$ cat config.mk
export PLATFORM = sky130hd
export DESIGN_NAME = lcd_digit_writer_flat
export DESIGN_NICKNAME = d
export VERILOG_FILES = /design/src/rtl/lcd_digit_writer_if.sv /design/src/rtl/lcd_digit_writer.sv /design/src/flat_wrapper.sv
export SDC_FILE = /design/constraint.sdc
export NUM_CORES = 1
export LEC_CHECK = 0
export CORE_AREA = 5 5 74 83
export DETAILED_ROUTE_END_ITERATION = 8
export DIE_AREA = 0 0 79 88
export PLACE_DENSITY = 0.77
export SYNTH_ARGS = -nofsm -noshare
export SYNTH_HDL_FRONTEND = slang
export SYNTH_SLANG_ARGS = --single-unit
$ cat constraint.sdc
create_clock -name clk -period 2.4 [get_ports clk]
set_clock_uncertainty 0.15 [all_clocks]
set_input_delay 0.24 -clock clk [delete_from_list [all_inputs] [get_ports clk]]
set_output_delay 0.24 -clock clk [all_outputs]
set_load 0.05 [all_outputs]
$ cat src/rtl/lcd_digit_writer_if.sv
// Bus between the display controller / ASCII source and the LCD digit writer.
// The writer takes the slave side; the controller or bench takes the master side.
interface lcd_digit_writer_if;
    logic       start;
    logic [7:0] ascii_2;
    logic [7:0] ascii_1;
    logic [7:0] ascii_0;
    logic       lcd_rs;
    logic       lcd_rw;
    logic       lcd_e;
    logic [7:0] lcd_data;
    logic       busy;
    logic       done;

    modport master (
        output start, ascii_2, ascii_1, ascii_0,
        input  lcd_rs, lcd_rw, lcd_e, lcd_data, busy, done
    );

    modport slave (
        input  start, ascii_2, ascii_1, ascii_0,
        output lcd_rs, lcd_rw, lcd_e, lcd_data, busy, done
    );
endinterface

$ cat src/rtl/lcd_digit_writer.sv
// Writes a 3-digit ASCII field to an HD44780-style LCD: one DDRAM address
// command, then hundreds/tens/units data writes, each with setup/E-high/wait phases.
module lcd_digit_writer #(
    parameter int         SETUP_CYC  = 2,
    parameter int         E_HIGH_CYC = 12,
    parameter int         WAIT_CYC   = 2000,
    parameter logic [6:0] DDRAM_ADDR = 7'h40
) (
    input logic               clk,
    input logic               rst_n,
    lcd_digit_writer_if.slave bus
);
    typedef enum logic [2:0] {IDLE, SETUP, EHIGH, WAIT, DONE} state_t;

    localparam logic [15:0] SETUP_LD = 16'(SETUP_CYC - 1);
    localparam logic [15:0] EHIGH_LD = 16'(E_HIGH_CYC - 1);
    localparam logic [15:0] WAIT_LD  = 16'(WAIT_CYC - 1);

    state_t      state, state_nx;
    logic [15:0] cnt;
    logic [1:0]  idx;
    logic [7:0]  dig_2, dig_1, dig_0;
    logic [7:0]  next_digit;
    logic        phase_end;

    assign phase_end = (cnt == 16'd0);

    always_ff @(posedge clk or negedge rst_n) begin
        if (!rst_n) state <= IDLE;
        else        state <= state_nx;
    end

    always_comb begin
        state_nx = state;
        case (state)
            IDLE:    if (bus.start) state_nx = SETUP;
            SETUP:   if (phase_end) state_nx = EHIGH;
            EHIGH:   if (phase_end) state_nx = WAIT;
            WAIT:    if (phase_end) state_nx = (idx == 2'd3) ? DONE : SETUP;
            DONE:    state_nx = IDLE;
            default: state_nx = IDLE;
        endcase
    end

    always_comb begin
        bus.lcd_rw = 1'b0;
        bus.lcd_e  = (state == EHIGH);
        bus.busy   = (state == SETUP) || (state == EHIGH) || (state == WAIT);
        bus.done   = (state == DONE);
    end

    // idx still names the write just finished; the next one takes the following digit
    always_comb begin
        case (idx)
            2'd0:    next_digit = dig_2;
            2'd1:    next_digit = dig_1;
            default: next_digit = dig_0;
        endcase
    end

    always_ff @(posedge clk or negedge rst_n) begin
        if (!rst_n) begin
            cnt          <= 16'd0;
            idx          <= 2'd0;
            dig_2        <= 8'h00;
            dig_1        <= 8'h00;
            dig_0        <= 8'h00;
            bus.lcd_rs   <= 1'b0;
            bus.lcd_data <= 8'h00;
        end else begin
            if (state_nx != state) begin
                case (state_nx)
                    SETUP:   cnt <= SETUP_LD;
                    EHIGH:   cnt <= EHIGH_LD;
                    WAIT:    cnt <= WAIT_LD;
                    default: cnt <= 16'd0;
                endcase
            end else if (!phase_end) begin
                cnt <= cnt - 16'd1;
            end

            // RS/data only move on entry to SETUP, so they hold through E and the wait
            if (state == IDLE && state_nx == SETUP) begin
                dig_2        <= bus.ascii_2;
                dig_1        <= bus.ascii_1;
                dig_0        <= bus.ascii_0;
                idx          <= 2'd0;
                bus.lcd_rs   <= 1'b0;
                bus.lcd_data <= {1'b1, DDRAM_ADDR};
            end else if (state == WAIT && state_nx == SETUP) begin
                idx          <= idx + 2'd1;
                bus.lcd_rs   <= 1'b1;
                bus.lcd_data <= next_digit;
            end
        end
    end
endmodule

$ cat src/flat_wrapper.sv
// flat-port wrapper written by rule: the top's interface ports become plain ports
module lcd_digit_writer_flat 
#(
    parameter int         SETUP_CYC  = 2,
    parameter int         E_HIGH_CYC = 12,
    parameter int         WAIT_CYC   = 2000,
    parameter logic [6:0] DDRAM_ADDR = 7'h40
)
  (clk, rst_n, bus_start, bus_ascii_2, bus_ascii_1, bus_ascii_0, bus_lcd_rs, bus_lcd_rw, bus_lcd_e, bus_lcd_data, bus_busy, bus_done);
  lcd_digit_writer_if bus_i ();
  input logic clk;
  input logic rst_n;
  input wire logic [$bits(bus_i.start)-1:0] bus_start;
  input wire logic [$bits(bus_i.ascii_2)-1:0] bus_ascii_2;
  input wire logic [$bits(bus_i.ascii_1)-1:0] bus_ascii_1;
  input wire logic [$bits(bus_i.ascii_0)-1:0] bus_ascii_0;
  output wire logic [$bits(bus_i.lcd_rs)-1:0] bus_lcd_rs;
  output wire logic [$bits(bus_i.lcd_rw)-1:0] bus_lcd_rw;
  output wire logic [$bits(bus_i.lcd_e)-1:0] bus_lcd_e;
  output wire logic [$bits(bus_i.lcd_data)-1:0] bus_lcd_data;
  output wire logic [$bits(bus_i.busy)-1:0] bus_busy;
  output wire logic [$bits(bus_i.done)-1:0] bus_done;
  assign bus_i.start = bus_start;
  assign bus_i.ascii_2 = bus_ascii_2;
  assign bus_i.ascii_1 = bus_ascii_1;
  assign bus_i.ascii_0 = bus_ascii_0;
  assign bus_lcd_rs = bus_i.lcd_rs;
  assign bus_lcd_rw = bus_i.lcd_rw;
  assign bus_lcd_e = bus_i.lcd_e;
  assign bus_lcd_data = bus_i.lcd_data;
  assign bus_busy = bus_i.busy;
  assign bus_done = bus_i.done;
  lcd_digit_writer #(.SETUP_CYC(SETUP_CYC), .E_HIGH_CYC(E_HIGH_CYC), .WAIT_CYC(WAIT_CYC), .DDRAM_ADDR(DDRAM_ADDR)) u_core (.clk(clk), .rst_n(rst_n), .bus(bus_i));
endmodule
# Word-level counts from Yosys, hierarchy flattened
# Cells that the tools add are included.
dict set report word_totals {
  out_inout_bits 13
  ramBits 0
  latch_bits 0
  n_memories 0
  word_cells 45
  inputBits 27
  romBits 0
  regBits 54
}
dict set report classes {
  multipliers 0
  div_mod_pow 0
  n_reduce_logical 8
  n_lt_le_gt_ge 0
  addsub 2
  bitwise 0
  n_mux 16
  eq_ne 11
  shift 0
}
# op count
set ops {}
lappend ops {{11-bit case mux with 3 select lines} 1}
lappend ops {{16-bit 2-to-1 mux} 2}
lappend ops {{16-bit zero test} 1}
lappend ops {{8-bit 2-to-1 mux} 2}
lappend ops {{8-bit case mux with 2 select lines} 1}
lappend ops {{16-bit by 1-bit subtractor with 16-bit output (second input constant)} 1}
lappend ops {{3-bit 2-to-1 mux} 5}
lappend ops {{3-bit by 2-bit == test with 1-bit output (second input constant)} 4}
lappend ops {{3-bit case mux with 4 select lines} 1}
lappend ops {{3-bit by 1-bit == test with 1-bit output (second input constant)} 2}
lappend ops {{2-bit 2-to-1 mux} 2}
lappend ops {{3-bit == test (second input constant)} 1}
lappend ops {{3-bit zero test} 1}
lappend ops {{3-bit inequality test} 1}
lappend ops {{2-bit by 1-bit adder with 2-bit output (second input constant)} 1}
lappend ops {{2-bit by 1-bit == test with 1-bit output (second input constant)} 1}
lappend ops {{2-bit == test (second input constant)} 1}
lappend ops {{1-bit logical AND} 2}
lappend ops {{2-bit zero test} 1}
lappend ops {{1-bit logical OR} 2}
lappend ops {{1-bit 2-to-1 mux} 2}
lappend ops {{2-bit inequality test (second input constant)} 1}
lappend ops {{2-bit nonzero test} 1}

# Longest topological paths before layout
# Gate-level depths: netlist of run 1.
dict set report logic_depth {
  word_depth 8
  depth_mapped 7
  mapped_depth_nobuf 6
}

# Worst setup path after synthesis of run 1
# Ideal clock, no wire load.
dict set report synth_path {
  path_kind {register to output}
  from {register u_core.state[1]}
  to {output bus_lcd_e}
  stages_incl_launch_ff 4
  path_slack_ps 444
  arrival_ps 1566
  t_required_ps 2010
  path_cell_list {dfrtp_1 clkbuf_1 nor2b_1 nor2b_1}
}
dict set report synth_between {
  elab_chain_len 1
}
# element line
set synth_rtl {}
lappend synth_rtl {{start: declaration} lcd_digit_writer.sv:19} ;# state_t state, state_nx;
lappend synth_rtl {{start signal: assignment} lcd_digit_writer.sv:30} ;# else state <= state_nx;
lappend synth_rtl {{3-bit by 2-bit == test with 1-bit output} lcd_digit_writer.sv:47} ;# bus.lcd_e = (state == EHIGH);
lappend synth_rtl {{end: declaration} flat_wrapper.sv:19} ;# output wire logic [$bits(bus_i.lcd_e)-1:0] bus_lcd_e;
# No other way between the ends.

# Worst setup path in the final report of run 1
dict set report layout_path {
  from {register u_core.state[2]}
  to {output bus_busy}
}
dict set report layout_between {
  elab_chain_len 3
}
# element line
set layout_rtl {}
lappend layout_rtl {{3-bit by 1-bit == test with 1-bit output / 3-bit by 2-bit == test with 1-bit output (equally long branches)} lcd_digit_writer.sv:48} ;# bus.busy = (state == SETUP) || (state == EHIGH) || (state == WAIT);
lappend layout_rtl {{1-bit logical OR} lcd_digit_writer.sv:48}
lappend layout_rtl {{1-bit logical OR *} lcd_digit_writer.sv:48}
lappend layout_rtl {{end: declaration} flat_wrapper.sv:21} ;# output wire logic [$bits(bus_i.busy)-1:0] bus_busy;
# Mark *: on every way between the ends. The rest lies on a longest branch, timed or not.

==> results of run 1 <==
[how the worst max path moves through the flow]
| stage | depth (start not counted) | end | startpoint |
|---|---|---|---|
| 2_1_floorplan | 3 | bus_lcd_e | u_core.state[1] |
| 3_3_place_gp | 6 | u_core.cnt[10] | u_core.cnt[0] |
| 3_5_place_dp | 6 | u_core.cnt[7] | u_core.cnt[0] |
| 4_1_cts | 6 | u_core.cnt[7] | u_core.cnt[0] |
| 5_1_grt | 6 | u_core.cnt[13] | u_core.cnt[0] |
| 6_report | 2 | bus_busy | u_core.state[2] |
[routing by layer]
metal  track usage [%]  wire length [um]  up-vias
met1              22.3              2560     1063
met3              3.81               238       12
li1                  -                 -     1061
met2              31.9              3030       54
met4              9.06               132        0
met5                 0                 0        -
[cell families (layout without fill, tap and decap cells)]
kind of cell,after synthesis,after routing,share of synthesized area (%)
fa+ha+maj,4,4,1.85
other cells,1,1,0.138
flops,54,54,49.8
compound gates,51,51,12.8
simple gates,142,142,26.6
xor+xnor,6,6,1.94
mux,10,10,3.78
buf+inv,19,60,3.09
[report_power, final]
part / internal (mW) / switching, mW / total (mW)
Combinational: 0.632 / 0.844 / 1.48
Sequential: 1.27 / 0.347 / 1.62
Clock: 0.233 / 0.287 / 0.520
Total: 2.14 / 1.48 / 3.61
[repair_timing]
| item | 4_1_cts | 5_1_grt |
|---|---|---|
| setup endpoints to repair | 0 | 14 |
| hold buffers | 1 | 0 |
| resized for setup | 0 | 4 |
| hold endpoints to repair | 24 | 0 |
[flip-flops by register name (all words and copies together), names as in the netlist]
register and count:
u_core.cnt 16, u_core.bus.lcd_data 8, u_core.dig_0 8, u_core.dig_1 8, u_core.dig_2 8, u_core.state 3
u_core.idx 2, u_core.bus.lcd_rs 1
[cells in the final DEF (no fill, tap or decap), types with 2 or more instances in the layout]
master	count
dfrtp_1	54
nor3_1	2
nand3_1	3
clkdlybuf4s50_1	35
a22o_1	8
buf_4	9
a21oi_1	19
xnor2_1	5
and2_1	2
nor2b_1	4
o21ai_1	2
ha_1	4
inv_1	5
a311oi_1	2
a211oi_1	3
mux2i_1	8
or3b_1	2
nor4_1	3
o21ai_0	5
o31ai_1	3
mux2_1	2
nand2_1	90
clkbuf_8	6
nor2_1	16
a211o_1	2
or3_1	3
[worst reg2reg max path, stage by stage (launching register included)]
cell and delay [ns]:
dfrtp_1 0.45, inv_1 0.08, ha_1 0.20, nor3b_4 0.33, and3_2 0.37, nand3_2 0.15
mux2_1 0.33
[metrics by stage]
step,hold WS [ns],std cells,setup slack (ns),utilization (%)
floorplan,-0.206,287,0.444,-
global placement,0.115,379,0.252,60.8
detailed placement,0.128,379,0.0953,60.8
CTS,0.293,388,0.0721,62.7
global route,0.297,388,0.105,63.2
finish,0.301,388,0.204,63.2
[cell type report]
| cell class | count | area (um^2) | share of cell area [%] |
|---|---|---|---|
| clock buffers | 7 | 86.3 | 2.62 |
| clock inverters | 1 | 5.00 | 0.152 |
| inverters | 5 | 18.8 | 0.569 |
| multi-input cells | 214 | 1310 | 39.7 |
| flip-flops and latches | 54 | 1350 | 41.0 |
| well taps | 60 | 75.1 | 2.28 |
| repair buffers | 47 | 453 | 13.7 |
==> impl_metrics.py, run 1 <==
metrics = {
    "status": {
        "status": "complete, no violations",
    },
    "floorplan": {
        "core_area_um2": 5220,
        "die_x_um": 79,
        "fp.dieArea_um2": 6950,
        "std_cell_rows": 28,
        "die_h_um": 88,
        "start_util_pct": 51.9,
        "io-pin-count": 40,
    },
    "worst_setup_path": {
        "rrSetupSlack_ns": 0.22,
        "required_ns": 2.01,
        "critPathTopFamily": "buffers and inverters",
        "path_class": "reg -> out",
        "slowest_stage": "clkdlybuf4s50_1",
        "worst-path-buf-inv": 1,
        "critPathMaxFanout": 12,
        "rr_worst_depth": 6,
        "r2r_end": "u_core.idx[1]",
        "path_cells": "nor2_1 > clkdlybuf4s50_1",
        "arrival_ns": 1.81,
        "crit_path_end_kind": "primary output",
        "cp-start-kind": "flop",
        "slowest_delay_ns": 0.81,
        "worstReg2RegStart": "u_core.cnt[0]",
    },
    "cts": {
        "clockBufferDepth": 2,
        "clock_sinks": 54,
        "cts-buffers-inserted": 5,
        "cts_tree": "done",
        "worstSkewPairLatency_ns": 0.31,
        "cts_root_buf": "clkbuf_8",
        "clkTransAtPathRegs_ns": 0.09,
        "post-cts-setup-buffers": 0,
        "htree_levels": 2,
    },
    "job": {
        "drv_cap": 0,
    },
    "logic_synthesis": {
        "synthTopCellsByArea": "dfrtp_1, nand2_1, a21oi_1",
        "yosys.area.top_type_share_pct": 49.8,
        "synth_most_common_cell": "nand2_1",
        "synth_top_cell_by_area": "dfrtp_1",
        "syn_area_per_cell_um2": 9.45,
        "netlist_area_um2": 2710,
        "synth_common_cells": "nand2_1, dfrtp_1, a21oi_1, nor2_1",
        "synth_ff_type": "dfrtp_1",
        "synth_edf_count": 0,
        "synthCells": 287,
        "yosysSeqAreaShare_pct": 49.8,
        "synth_cell_type_count": 51,
        "yosys_warnings": 0,
        "async_reset_ff_share_pct": 100,
        "syn-num-nets": 318,
        "ys_ff_latch": 54,
    },
    "place": {
        "dp_hpwl_um": 4360,
        "io_buffers": 38,
        "gp_congestion": 0.944,
        "detailed_place.area_um2": 3170,
    },
    "hold_path": {
        "min_from": "bus_ascii_0[5]",
        "min_path_cells": 3,
        "min_to": "u_core.dig_0[5]",
        "hold_class": "in -> reg",
    },
    "grt": {
        "grt_use_total_pct": 18.6,
        "grt_antenna_before_repair": 0,
        "gr-total-overflow": 0,
        "grt_max_degree": 31,
        "grt_pass1_vias": 2255,
        "grt_pass1_wl_um": 10100,
    },
    "drt": {
        "drtIter0Drc": 108,
        "routed_wl_um": 5960,
        "vias": 2190,
        "ant_nets": 0,
        "vias_per_cell": 5.64,
        "avgRoutedWirePerCell_um": 15.4,
        "drt_pass1_iterations": 4,
        "drc": 0,
    },
    "sta": {
        "fin_setup_tns_ns": 0,
        "slew_headroom_pct": 60.7,
        "finalHoldViolCount": 0,
        "setup_viol": 0,
        "finalCriticalPeriod_ns": 2.20,
        "finalMaxSlewViolations": 0,
        "grt_setup_unrepaired": "no",
        "fmax_mhz": 455,
        "min_period_over_period_pct": 91.5,
        "tightest_slew_ns": 0.589,
    },
    "cells_and_area": {
        "area_growth_pct": 21.6,
        "fill_cells": 432,
        "layout-drive-gt1-share_pct": 10.4,
        "post-route-cell-area_um2": 3300,
        "nNetsFinal": 358,
        "antenna_cells": 0,
    },
    "pwr": {
        "p_leak_nw": 1.51,
        "pwr_density_cell_nw_per_um2": 1100,
        "peakVddDrop_v": 0.000482,
        "finalPower_mw": 3.61,
    },
}
Note: power is estimated with default switching activity, not from simulation.
==> run 2: changes to the inputs <==
CTS_CLUSTER_SIZE = 12   (was default)
==> results of run 2 <==
Same layout as run 1: the final DEF is identical, and so are final timing and power.
